$ cat config.mk
export PLATFORM = sky130hd
export DESIGN_NAME = alu_share_arbiter_flat
export DESIGN_NICKNAME = d
export VERILOG_FILES = /design/src/rtl/alu_share_arbiter_if.sv /design/src/rtl/alu_share_arbiter.sv /design/src/flat_wrapper.sv
export SDC_FILE = /design/constraint.sdc
export NUM_CORES = 1
export LEC_CHECK = 0
export CAP_MARGIN = 25
export CELL_PAD_IN_SITES_DETAIL_PLACEMENT = 1
export CELL_PAD_IN_SITES_GLOBAL_PLACEMENT = 2
export CORE_MARGIN = 2
export CORE_UTILIZATION = 23
export DETAILED_ROUTE_END_ITERATION = 12
export PLACE_DENSITY = 0.72
export SLEW_MARGIN = 5
export SYNTH_ARGS = -nofsm -noshare
export SYNTH_HDL_FRONTEND = slang
export SYNTH_SLANG_ARGS = --single-unit
$ cat constraint.sdc
create_clock -name clk -period 1.18 [get_ports clk]
set_input_delay 0.236 -clock clk [delete_from_list [all_inputs] [get_ports clk]]
set_output_delay 0.236 -clock clk [all_outputs]
set_load 0.02 [all_outputs]
$ cat src/rtl/alu_share_arbiter_if.sv
`default_nettype none
// ============================================================================
//  Module      : alu_share_arbiter_if
//  Description : Bundle of requester, response and shared-ALU signals for the
//                two-requester ALU share arbiter.
//  Revision    : 1.0  initial release
// ============================================================================
interface alu_share_arbiter_if #(
  parameter int W   = 4,
  parameter int OPW = 2
);
  // requester side
  logic [1:0]     req_valid;
  logic [1:0]     req_ready;
  logic [OPW-1:0] req_opcode0;
  logic [OPW-1:0] req_opcode1;
  logic [W-1:0]   req_a0;
  logic [W-1:0]   req_a1;
  logic [W-1:0]   req_b0;
  logic [W-1:0]   req_b1;
  // response side
  logic [1:0]     resp_valid;
  logic [1:0]     resp_ready;
  logic [W-1:0]   resp_data0;
  logic [W-1:0]   resp_data1;
  // shared ALU
  logic [OPW-1:0] alu_opcode;
  logic [W-1:0]   alu_a;
  logic [W-1:0]   alu_b;
  logic [W-1:0]   alu_out;
  // status
  logic           busy;
  logic [7:0]     op_count;

  // environment: requesters, consumers and the ALU itself
  modport master (
    output req_valid, req_opcode0, req_opcode1, req_a0, req_a1, req_b0, req_b1,
    output resp_ready, alu_out,
    input  req_ready, resp_valid, resp_data0, resp_data1,
    input  alu_opcode, alu_a, alu_b, busy, op_count
  );

  // the arbiter
  modport slave (
    input  req_valid, req_opcode0, req_opcode1, req_a0, req_a1, req_b0, req_b1,
    input  resp_ready, alu_out,
    output req_ready, resp_valid, resp_data0, resp_data1,
    output alu_opcode, alu_a, alu_b, busy, op_count
  );
endinterface
`default_nettype wire

$ cat src/rtl/alu_share_arbiter.sv
`default_nettype none
// ============================================================================
//  Module      : alu_share_arbiter
//  Description : Shares one combinational ALU between two requesters. A
//                request is granted in IDLE (round-robin on ties), executed
//                for one cycle in EXEC, and its result is parked in a
//                per-requester response register until consumed.
//  Revision    : 1.0  initial release
// ============================================================================
module alu_share_arbiter #(
  parameter int W   = 4,
  parameter int OPW = 2
) (
  input wire logic         clk,
  input wire logic         rst,
  alu_share_arbiter_if.slave bus
);

  typedef enum logic [0:0] {
    S_IDLE = 1'b0,
    S_EXEC = 1'b1
  } state_t;

  state_t         r_state;
  state_t         w_state_next;

  logic           r_last_grant;   // requester granted most recently
  logic           r_owner;        // requester whose operation is in flight
  logic [OPW-1:0] r_opcode;
  logic [W-1:0]   r_a;
  logic [W-1:0]   r_b;
  logic [1:0]     r_resp_valid;
  logic [W-1:0]   r_resp_data0;
  logic [W-1:0]   r_resp_data1;
  logic [7:0]     r_op_count;

  logic [1:0]     w_eligible;
  logic [1:0]     w_grant;
  logic           w_accept;
  logic           w_accept_idx;
  logic           w_complete;

  // Grant selection and next state; a held response (even while it is being
  // drained) keeps its requester out of arbitration, and nothing is granted
  // while reset is asserted.
  always_comb begin
    w_state_next = r_state;
    w_eligible   = bus.req_valid & ~r_resp_valid;
    w_grant      = 2'b00;
    case (r_state)
      S_IDLE: begin
        if (!rst) begin
          if (w_eligible == 2'b11) begin
            w_grant = r_last_grant ? 2'b01 : 2'b10;
          end else begin
            w_grant = w_eligible;
          end
        end
        if (w_grant != 2'b00) begin
          w_state_next = S_EXEC;
        end
      end
      S_EXEC: begin
        w_state_next = S_IDLE;
      end
      default: begin
        w_state_next = S_IDLE;
      end
    endcase
    w_accept     = |w_grant;
    w_accept_idx = w_grant[1];
    w_complete   = (r_state == S_EXEC);
  end

  assign bus.req_ready  = w_grant;
  assign bus.busy       = (r_state == S_EXEC);
  assign bus.alu_opcode = r_opcode;
  assign bus.alu_a      = r_a;
  assign bus.alu_b      = r_b;
  assign bus.resp_valid = r_resp_valid;
  assign bus.resp_data0 = r_resp_data0;
  assign bus.resp_data1 = r_resp_data1;
  assign bus.op_count   = r_op_count;

  // FSM state register
  always_ff @(posedge clk or posedge rst) begin
    if (rst) begin
      r_state <= S_IDLE;
    end else begin
      r_state <= w_state_next;
    end
  end

  // Operand capture on handshake; the registers keep driving the ALU when idle
  always_ff @(posedge clk or posedge rst) begin
    if (rst) begin
      r_opcode     <= '0;
      r_a          <= '0;
      r_b          <= '0;
      r_owner      <= 1'b0;
      r_last_grant <= 1'b1;
    end else if (w_accept) begin
      r_opcode     <= w_accept_idx ? bus.req_opcode1 : bus.req_opcode0;
      r_a          <= w_accept_idx ? bus.req_a1      : bus.req_a0;
      r_b          <= w_accept_idx ? bus.req_b1      : bus.req_b0;
      r_owner      <= w_accept_idx;
      r_last_grant <= w_accept_idx;
    end
  end

  // Response registers: drained by resp_ready, filled at the end of EXEC.
  // The owner's response is always empty during EXEC, so fill and drain
  // never target the same requester in the same cycle.
  always_ff @(posedge clk or posedge rst) begin
    if (rst) begin
      r_resp_valid <= 2'b00;
      r_resp_data0 <= '0;
      r_resp_data1 <= '0;
    end else begin
      if (r_resp_valid[0] && bus.resp_ready[0]) begin
        r_resp_valid[0] <= 1'b0;
      end
      if (r_resp_valid[1] && bus.resp_ready[1]) begin
        r_resp_valid[1] <= 1'b0;
      end
      if (w_complete && (r_owner == 1'b0)) begin
        r_resp_valid[0] <= 1'b1;
        r_resp_data0    <= bus.alu_out;
      end
      if (w_complete && (r_owner == 1'b1)) begin
        r_resp_valid[1] <= 1'b1;
        r_resp_data1    <= bus.alu_out;
      end
    end
  end

  // Completed-operation counter, wraps modulo 256
  always_ff @(posedge clk or posedge rst) begin
    if (rst) begin
      r_op_count <= 8'd0;
    end else if (w_complete) begin
      r_op_count <= r_op_count + 8'd1;
    end
  end

endmodule
`default_nettype wire

$ cat src/flat_wrapper.sv
// flat-port wrapper written by rule: the top's interface ports become plain ports
module alu_share_arbiter_flat 
#(
  parameter int W   = 4,
  parameter int OPW = 2
)
  (clk, rst, bus_req_valid, bus_req_opcode0, bus_req_opcode1, bus_req_a0, bus_req_a1, bus_req_b0, bus_req_b1, bus_resp_ready, bus_alu_out, bus_req_ready, bus_resp_valid, bus_resp_data0, bus_resp_data1, bus_alu_opcode, bus_alu_a, bus_alu_b, bus_busy, bus_op_count);
  alu_share_arbiter_if #(.W(W), .OPW(OPW)) bus_i ();
  input wire logic clk;
  input wire logic rst;
  input wire logic [$bits(bus_i.req_valid)-1:0] bus_req_valid;
  input wire logic [$bits(bus_i.req_opcode0)-1:0] bus_req_opcode0;
  input wire logic [$bits(bus_i.req_opcode1)-1:0] bus_req_opcode1;
  input wire logic [$bits(bus_i.req_a0)-1:0] bus_req_a0;
  input wire logic [$bits(bus_i.req_a1)-1:0] bus_req_a1;
  input wire logic [$bits(bus_i.req_b0)-1:0] bus_req_b0;
  input wire logic [$bits(bus_i.req_b1)-1:0] bus_req_b1;
  input wire logic [$bits(bus_i.resp_ready)-1:0] bus_resp_ready;
  input wire logic [$bits(bus_i.alu_out)-1:0] bus_alu_out;
  output wire logic [$bits(bus_i.req_ready)-1:0] bus_req_ready;
  output wire logic [$bits(bus_i.resp_valid)-1:0] bus_resp_valid;
  output wire logic [$bits(bus_i.resp_data0)-1:0] bus_resp_data0;
  output wire logic [$bits(bus_i.resp_data1)-1:0] bus_resp_data1;
  output wire logic [$bits(bus_i.alu_opcode)-1:0] bus_alu_opcode;
  output wire logic [$bits(bus_i.alu_a)-1:0] bus_alu_a;
  output wire logic [$bits(bus_i.alu_b)-1:0] bus_alu_b;
  output wire logic [$bits(bus_i.busy)-1:0] bus_busy;
  output wire logic [$bits(bus_i.op_count)-1:0] bus_op_count;
  assign bus_i.req_valid = bus_req_valid;
  assign bus_i.req_opcode0 = bus_req_opcode0;
  assign bus_i.req_opcode1 = bus_req_opcode1;
  assign bus_i.req_a0 = bus_req_a0;
  assign bus_i.req_a1 = bus_req_a1;
  assign bus_i.req_b0 = bus_req_b0;
  assign bus_i.req_b1 = bus_req_b1;
  assign bus_i.resp_ready = bus_resp_ready;
  assign bus_i.alu_out = bus_alu_out;
  assign bus_req_ready = bus_i.req_ready;
  assign bus_resp_valid = bus_i.resp_valid;
  assign bus_resp_data0 = bus_i.resp_data0;
  assign bus_resp_data1 = bus_i.resp_data1;
  assign bus_alu_opcode = bus_i.alu_opcode;
  assign bus_alu_a = bus_i.alu_a;
  assign bus_alu_b = bus_i.alu_b;
  assign bus_busy = bus_i.busy;
  assign bus_op_count = bus_i.op_count;
  alu_share_arbiter #(.W(W), .OPW(OPW)) u_core (.clk(clk), .rst(rst), .bus(bus_i));
endmodule
==> results.md, run 1 <==
- Initial antenna violation count: 0
- # port buffers: 60
- DR vias: about 1,300
- Area post-placement: ~0.0023 mm^2
- Top post-synthesis cells by count: 30 x dfrtp_1, 28 x inv_1, 10 x nand3_1
- Filler Cells Inserted: 708
- PwrDens: 2220 mW/mm^2
- Post-synth top flop: dfrtp_1
- Die area: ~0.0070 mm^2
- Hold Vio Cnt, Final: 0
- DRC Markers: 0
- Longest Clk Path Bufs: 2
- Cell area after layout: roughly 0.0026 mm^2
- CP Data Required Time: around 0.94 ns
- Post-route setup slack: -0.418 ns
- Multi-input gate area: 604 um^2
- Routed wl met3: 338 um
- Post-DR vias/cell: 4.24
- Layout cells sized above 1: approximately 48%
- Cts bufs inserted: 5
- Most frequent cell after synthesis: dfrtp_1
- Vias in the first global route: 1,381
- Worst R2R Start: u_core.bus.resp_valid[1]
- Failing checks: negative setup slack
- Max IR drop VDD: between 0.0008 and 0.0009 V
- Initial DRC count: 27
- Arrival time worst endpoint: 1.36 ns
- Worst Tran Pin Value: around 0.38 ns
- Cell count after synthesis: between 100 and 150
- DR WL/cell: ~15 um
- Die X: 83.7 um
- Synth area leader: dfrtp_1
- Reg2Reg Depth: 5
- Std-Cell Rows: 29
- Detail Route Antenna Nets: 0
- Post-DP HPWL: approximately 3.1 mm
- FFs w/ async S/R, synth: 100%
- Area growth syn-to-layout: 74.9%
- Leak Pwr: 0.00123 uW
- FF/Latch Area: ~800 um^2
- Syn_nets: ~160
- Top Metal Used: met4
- Total Power: about 5700 uW
- Fmax: roughly 630 MHz
- Gr usage total: 12.9%
- # setup viols final: 26
- Pre-Repair DR Iteration Count: 4
- Synthesized flop and latch total: 31
- Largest net degree at the start of global routing: 17
- Reg clk slew, reported paths: 0.07 ns
- Clock sinks: 31
- Status: finished with violations
- Final layout net count: 250
- Synth top area share: 51.3%
- Core area: 0.00624 mm^2
- Synth cell types: 28
- Worst setup EP type: output port
- Worst R2R Setup Slack: -0.29 ns
- Initial core utilization: 23.4%
- Syn Std Cell Area: 0.00146 mm^2
- Met1 Wirelength: 1.84 mm
- Register area share after synthesis: 53.1%
- Die H: 83.7 um
- Number of synthesized flops with an enable pin: 0
- CP Max Fanout: 3
- CTS tree: built
- Worst slew margin: 74.4%
- Yosys warnings: 0
- RSZ-0062 raised after global routing: true
- Min-delay worst type: in2async
- DR WL met2: between 2 and 2.5 mm
- Final setup skew: around 0.0033 ns
- # diodes: 0
- Clock Latency Late Sink: approximately 0.28 ns
- Final WL: 4.44 mm
- Worst setup path category: reg2out
- Fin Hold WS: between 0.3 and 0.4 ns
- Final Cycle Share: 135%
- Startpoint types: flop
- RePlAce Congestion: 0.696
- Crit path time final: 1.60 ns
- Synth top area cells: dfrtp_1 51%, inv_1 7.2%, o221ai_2 7.2%, mux2_2 6.9%, nand3_1 3.4%
- First-pass GRT wire length: between 7 and 8 mm
- Overflow after GRT: 0
- CTS Root Cell: clkbuf_8
- Max Cap Viol: 0
- FF-to-FF End: u_core.bus.alu_opcode[0]
- Num ports: between 60 and 70
- Layout Utilization: about two fifths
- Slew Limit Fails: 0
- Avg Inst Size Synth: around 12 um^2
- Max H-tree Level: 2
==> cells by family (layout without fill, tap and decap cells) <==
family	after synthesis	after routing	share of synthesized area [%]
buffers and inverters	33	129	10.5
flip-flops	31	31	53.1
AND/OR/NAND/NOR	27	27	12.0
AO/OA/AOI/OAI	16	16	12.4
multiplexers	9	9	6.93
XOR/XNOR	7	7	4.19
adder cells (fa/ha/maj)	1	1	0.855
==> layout by cell type (no fill, tap or decap), types with 2 or more instances in the layout <==
cell type / netlist / layout
xnor2_1: 4 / 4
buf_6: 3 / 14
dlygate4sd2_1: 0 / 2
dfrtp_1: 30 / 26
buf_12: 0 / 2
dfrtp_2: 0 / 4
inv_1: 28 / 26
buf_2: 0 / 20
buf_4: 2 / 20
nand4_1: 4 / 4
mux2_2: 9 / 2
o21ai_2: 1 / 2
nor2_1: 2 / 2
clkdlybuf4s15_2: 0 / 6
xor2_1: 3 / 3
nand3_1: 10 / 10
mux2_4: 0 / 7
nand2_1: 3 / 2
clkbuf_8: 0 / 6
o221ai_2: 7 / 9
clkdlybuf4s50_1: 0 / 27
==> report_power, final <==
part | leakage [uW] | switching (uW) | internal [uW]
sequential | 0.000377 | 334 | 1530
combinational | 0.000793 | 1360 | 1380
clock | 0.0000612 | 408 | 683
==> sequential cells by signal, indices dropped and copies added (netlist names) <==
name,flops
u_core.bus.alu_a,4
u_core.bus.alu_opcode,2
u_core.bus.resp_data1,4
u_core.r_last_grant,1
u_core.bus.alu_b,4
u_core.bus.op_count,8
u_core.bus.resp_valid,2
u_core.bus.busy,1
u_core.bus.resp_data0,4
u_core.r_owner,1
==> cell type report <==
cell class | count | area share, %
Clock buffer | 6 | 3.23
Inverter | 28 | 4.40
Sequential cell | 31 | 30.6
Timing Repair Buffer | 93 | 33.1
Clock inverter | 2 | 1.37
Tap cell | 77 | 3.77
Multi-Input combinational cell | 60 | 23.6
==> worst max-delay path, stage by stage, from the launching register on <==
cell,delay [ns]
dfrtp_2,0.45
buf_6,0.13
o311ai_4,0.34
inv_6,0.03
buf_6,0.13
==> routing by layer <==
layer  vias to the layer above  global-route usage [%]
met2                        54                    21.5
met4                         0                    3.52
met3                         2                    4.15
li1                        604                       -
met1                       599                    16.0
met5                         -                       0
==> metrics by stage <==
step,TNS [ns],worst slack (ns),cells
after floorplan,-1.43,-0.181,124
after CTS,-5.68,-0.435,294
final,-5.35,-0.418,297
after detailed placement,-9.22,-0.908,280
after global routing,-6.47,-0.456,297
after global placement,-8.70,-0.877,280
==> worst max path at each step <==
stage / slack (ns) / startpoint / end / cells after the start
finish: -0.42 / u_core.bus.resp_valid[1] / bus_req_ready[0] / 4
global route: -0.46 / u_core.bus.resp_valid[1] / bus_req_ready[1] / 4
CTS: -0.43 / u_core.bus.resp_valid[1] / bus_req_ready[1] / 4
detailed placement: -0.91 / rst / bus_req_ready[1] / 5
global placement: -0.88 / rst / bus_req_ready[1] / 5
floorplan: -0.18 / u_core.bus.busy / bus_req_ready[1] / 5
==> timing repair <==
| item | in CTS | in global routing |
|---|---|---|
| resized for setup | 133 | 28 |
| hold buffers | 0 | 0 |
| buffers inserted | 7 | 5 |
| pin swaps | 7 | 6 |
| endpoints found under the setup margin | 56 | 47 |
| gates cloned | 1 | 1 |
No activity file was read; power rests on OpenSTA's default activity.
==> run 2: changes to the inputs <==
- CAP_MARGIN: 25 -> 20
==> results of run 2 <==
Same layout as run 1: the final DEF is identical, and so are final timing and power.
==> run 3: changes to the inputs <==
- CORE_MARGIN: 2 -> not set
- TNS_END_PERCENT: not set -> 1
==> run 3 against run 2 <==
  * Largest cell class is now registers
  * Worst setup slack improved by 0.028 ns
  * Global-route usage rose by 1.8 points
  * Final area fell by 8.1%
  * Maximum frequency rose by 1.8%
  * Flip-flop and latch count did not move
  * The run still ends with negative setup slack left
==> results.md, run 3 (synthesis gave the netlist of run 1 again) <==
- Gr usage total: 14.7% (was 12.9%)
- PwrDens: 2250 mW/mm^2 (was 2220 mW/mm^2)
- Final layout net count: 240 (was 250)
- Leak Pwr: 0.00115 uW (was 0.00123 uW)
- Area growth syn-to-layout: 60.7% (was 74.9%)
- Delay-heaviest family, CP: buffers and inverters (was flip-flops)
- CTS tree: built (unchanged)
- Worst R2R Start: u_core.bus.resp_valid[1] (unchanged)
- Worst slew margin: 80.4% (was 74.4%)
- CP Data Required Time: 0.94 ns (about the same)
- Crit path time final: 1.57 ns (was 1.60 ns)
- Max H-tree Level: 2 (unchanged)
- Max incr delay on CP: 0.50 ns (was 0.45 ns)
- DRC Markers: 0 (unchanged)
- First-pass GRT wire length: 7.16 mm (was 7.10 mm)
- Vias in the first global route: 1,393 (was 1,381)
- Overflow after GRT: 0 (unchanged)
- Num ports: 61 (unchanged)
- CTS Root Cell: clkbuf_8 (unchanged)
- Post-DR vias/cell: 4.38 (was 4.24)
- Max IR drop VDD: 0.000671 V (was 0.000871 V)
- Cts bufs inserted: 5 (unchanged)
- Worst setup path category: in2out (was reg2out)
- Layout cells sized above 1: 41.9% (was 48.2%)
- Worst Tran Pin Value: 0.293 ns (was 0.383 ns)
- Die H: 81.7 um (was 83.7 um)
- Min-delay worst type: in2async (unchanged)
- Arrival time worst endpoint: 1.33 ns (was 1.36 ns)
- Most common cell after layout, fill and taps aside: dfrtp_1 (was clkdlybuf4s50_1)
- DR vias: 1,247 (was 1,259)
- Die X: 81.7 um (was 83.7 um)
- Slew Limit Fails: 0 (unchanged)
- Hold Vio Cnt, Final: 0 (unchanged)
- Cell area after layout: 0.00235 mm^2 (was 0.00256 mm^2)
- Max Cap Viol: 0 (unchanged)
- Final Cycle Share: 133% (was 135%)
- Clock sinks: 31 (unchanged)
- Non-filler cells, final: 285 (was 297)
- Most frequent cells in the layout: 29 x dfrtp_1, 28 x clkdlybuf4s50_1, 26 x inv_1 (was 27 x clkdlybuf4s50_1, 26 x inv_1, 26 x dfrtp_1)
- Worst setup EP type: output port (unchanged)
- CP cell instances: clkdlybuf4s50_1, inv_1, o311ai_4, inv_2, buf_4 (was buf_6, o311ai_4, inv_6, buf_6)
- Initial core utilization: 24.3% (was 23.4%)
- Final WL: 4.27 mm (was 4.44 mm)
- Pre-CTS setup slack: -0.910 ns (was -0.908 ns)
- FF/Latch Area: 778 um^2 (was 782 um^2)
- Worst Path Buf+Inv: 4 (was 3)
- Die area: 0.00668 mm^2 (was 0.00701 mm^2)
- Clock Latency Late Sink: 0.28 ns (about the same)
- Fmax: 637 MHz (was 626 MHz)
- Max FFs per register: 8 (unchanged)
- Post-DP HPWL: 3.30 mm (was 3.07 mm)
- # diodes: 0 (unchanged)
- Filler Cells Inserted: 686 (was 708)
- Placed Cells: 276 (was 280)
- # port buffers: 60 (unchanged)
- Final setup skew: 0.00400 ns (was 0.00326 ns)
- Reg clk slew, reported paths: 0.07 ns (about the same)
- Std-Cell Rows: 28 (was 29)
- Post-route setup slack: -0.390 ns (was -0.418 ns)
- RePlAce Congestion: 0.696 (about the same)
- Core area: 0.00603 mm^2 (was 0.00624 mm^2)
- Initial antenna violation count: 0 (unchanged)
- Status: finished with violations (unchanged)
- # setup viols final: 27 (was 26)
- CP Max Fanout: 3 (unchanged)
- FF-to-FF End: u_core.bus.alu_b[3] (was u_core.bus.alu_opcode[0])
- Longest Clk Path Bufs: 2 (unchanged)
- Worst R2R Setup Slack: -0.24 ns (was -0.29 ns)
- Failing checks: negative setup slack (unchanged)
- Reg2Reg Depth: 4 (was 5)
- Startpoint types: input port (was flop)
- Detail Route Antenna Nets: 0 (unchanged)
- Largest net degree at the start of global routing: 11 (was 17)
- Multi-input gate area: 591 um^2 (was 604 um^2)
- Area post-placement: 0.00229 mm^2 (was 0.00234 mm^2)
- DR WL/cell: 15.0 um (about the same)
- Slowest CP cell: clkdlybuf4s50_1 (was dfrtp_2)
- Initial DRC count: 25 (was 27)
- RSZ-0062 raised after global routing: true (unchanged)
- Pre-Repair DR Iteration Count: 2 (was 4)
run 3: worst max path at each step:
stage	from	endpoint	slack, ns	cells after the start
floorplan	u_core.bus.busy	bus_req_ready[1]	-0.18	5
global placement	rst	bus_req_ready[1]	-0.91	5
detailed placement	rst	bus_req_ready[1]	-0.91	5
CTS	u_core.bus.busy	bus_req_ready[1]	-0.40	4
global route	u_core.bus.resp_valid[1]	bus_req_ready[0]	-0.45	4
finish	bus_req_valid[1]	bus_req_ready[0]	-0.39	5
run 3: worst register-to-register path: stages, from the launching register on:
cell	delay, ns
dfrtp_1	0.42
buf_4	0.17
o311ai_4	0.27
buf_4	0.27
o221ai_1	0.16
run 3: report_power, final:
group          switching (uW)  internal [uW]  total (uW)  leakage, uW
logic                    1340           1220        2550     0.000722
clock network             391            532         923    0.0000515
registers                 288           1520        1810     0.000380
total                    2010           3270        5280      0.00115
run 3: area by class of cell:
cell class	count	area share, %
inverters	28	4.58
clock buffers	8	4.26
flip-flops and latches	31	33.1
repair buffers	83	29.0
well taps	75	3.99
multi-input cells	60	25.1
run 3: routing by layer:
layer	routed length, um	up-vias	GRT usage, %
li1	-	584	-
met1	1700	631	16.9
met2	2360	27	26.5
met3	166	5	3.11
met4	50	0	5.26
met5	0	-	0
run 3: timing repair:
| item | CTS | global route |
|---|---|---|
| hold buffers | 0 | 0 |
| resized for setup | 112 | 35 |
| buffers inserted | 1 | 0 |
| pin swaps | 8 | 1 |
| setup endpoints to repair | 55 | 54 |
| cloned | 0 | 0 |
run 3: stage by stage:
stage	setup TNS, ns	util, %	total power (uW)	hold slack [ns]
2_1_floorplan	-1.45	-	3150	0.332
3_3_place_gp	-8.77	38.0	4470	0.475
3_5_place_dp	-9.57	38.0	4570	0.495
4_1_cts	-4.58	40.6	5470	0.205
5_1_grt	-5.47	39.0	5650	0.241
6_report	-3.81	39.0	5280	0.211
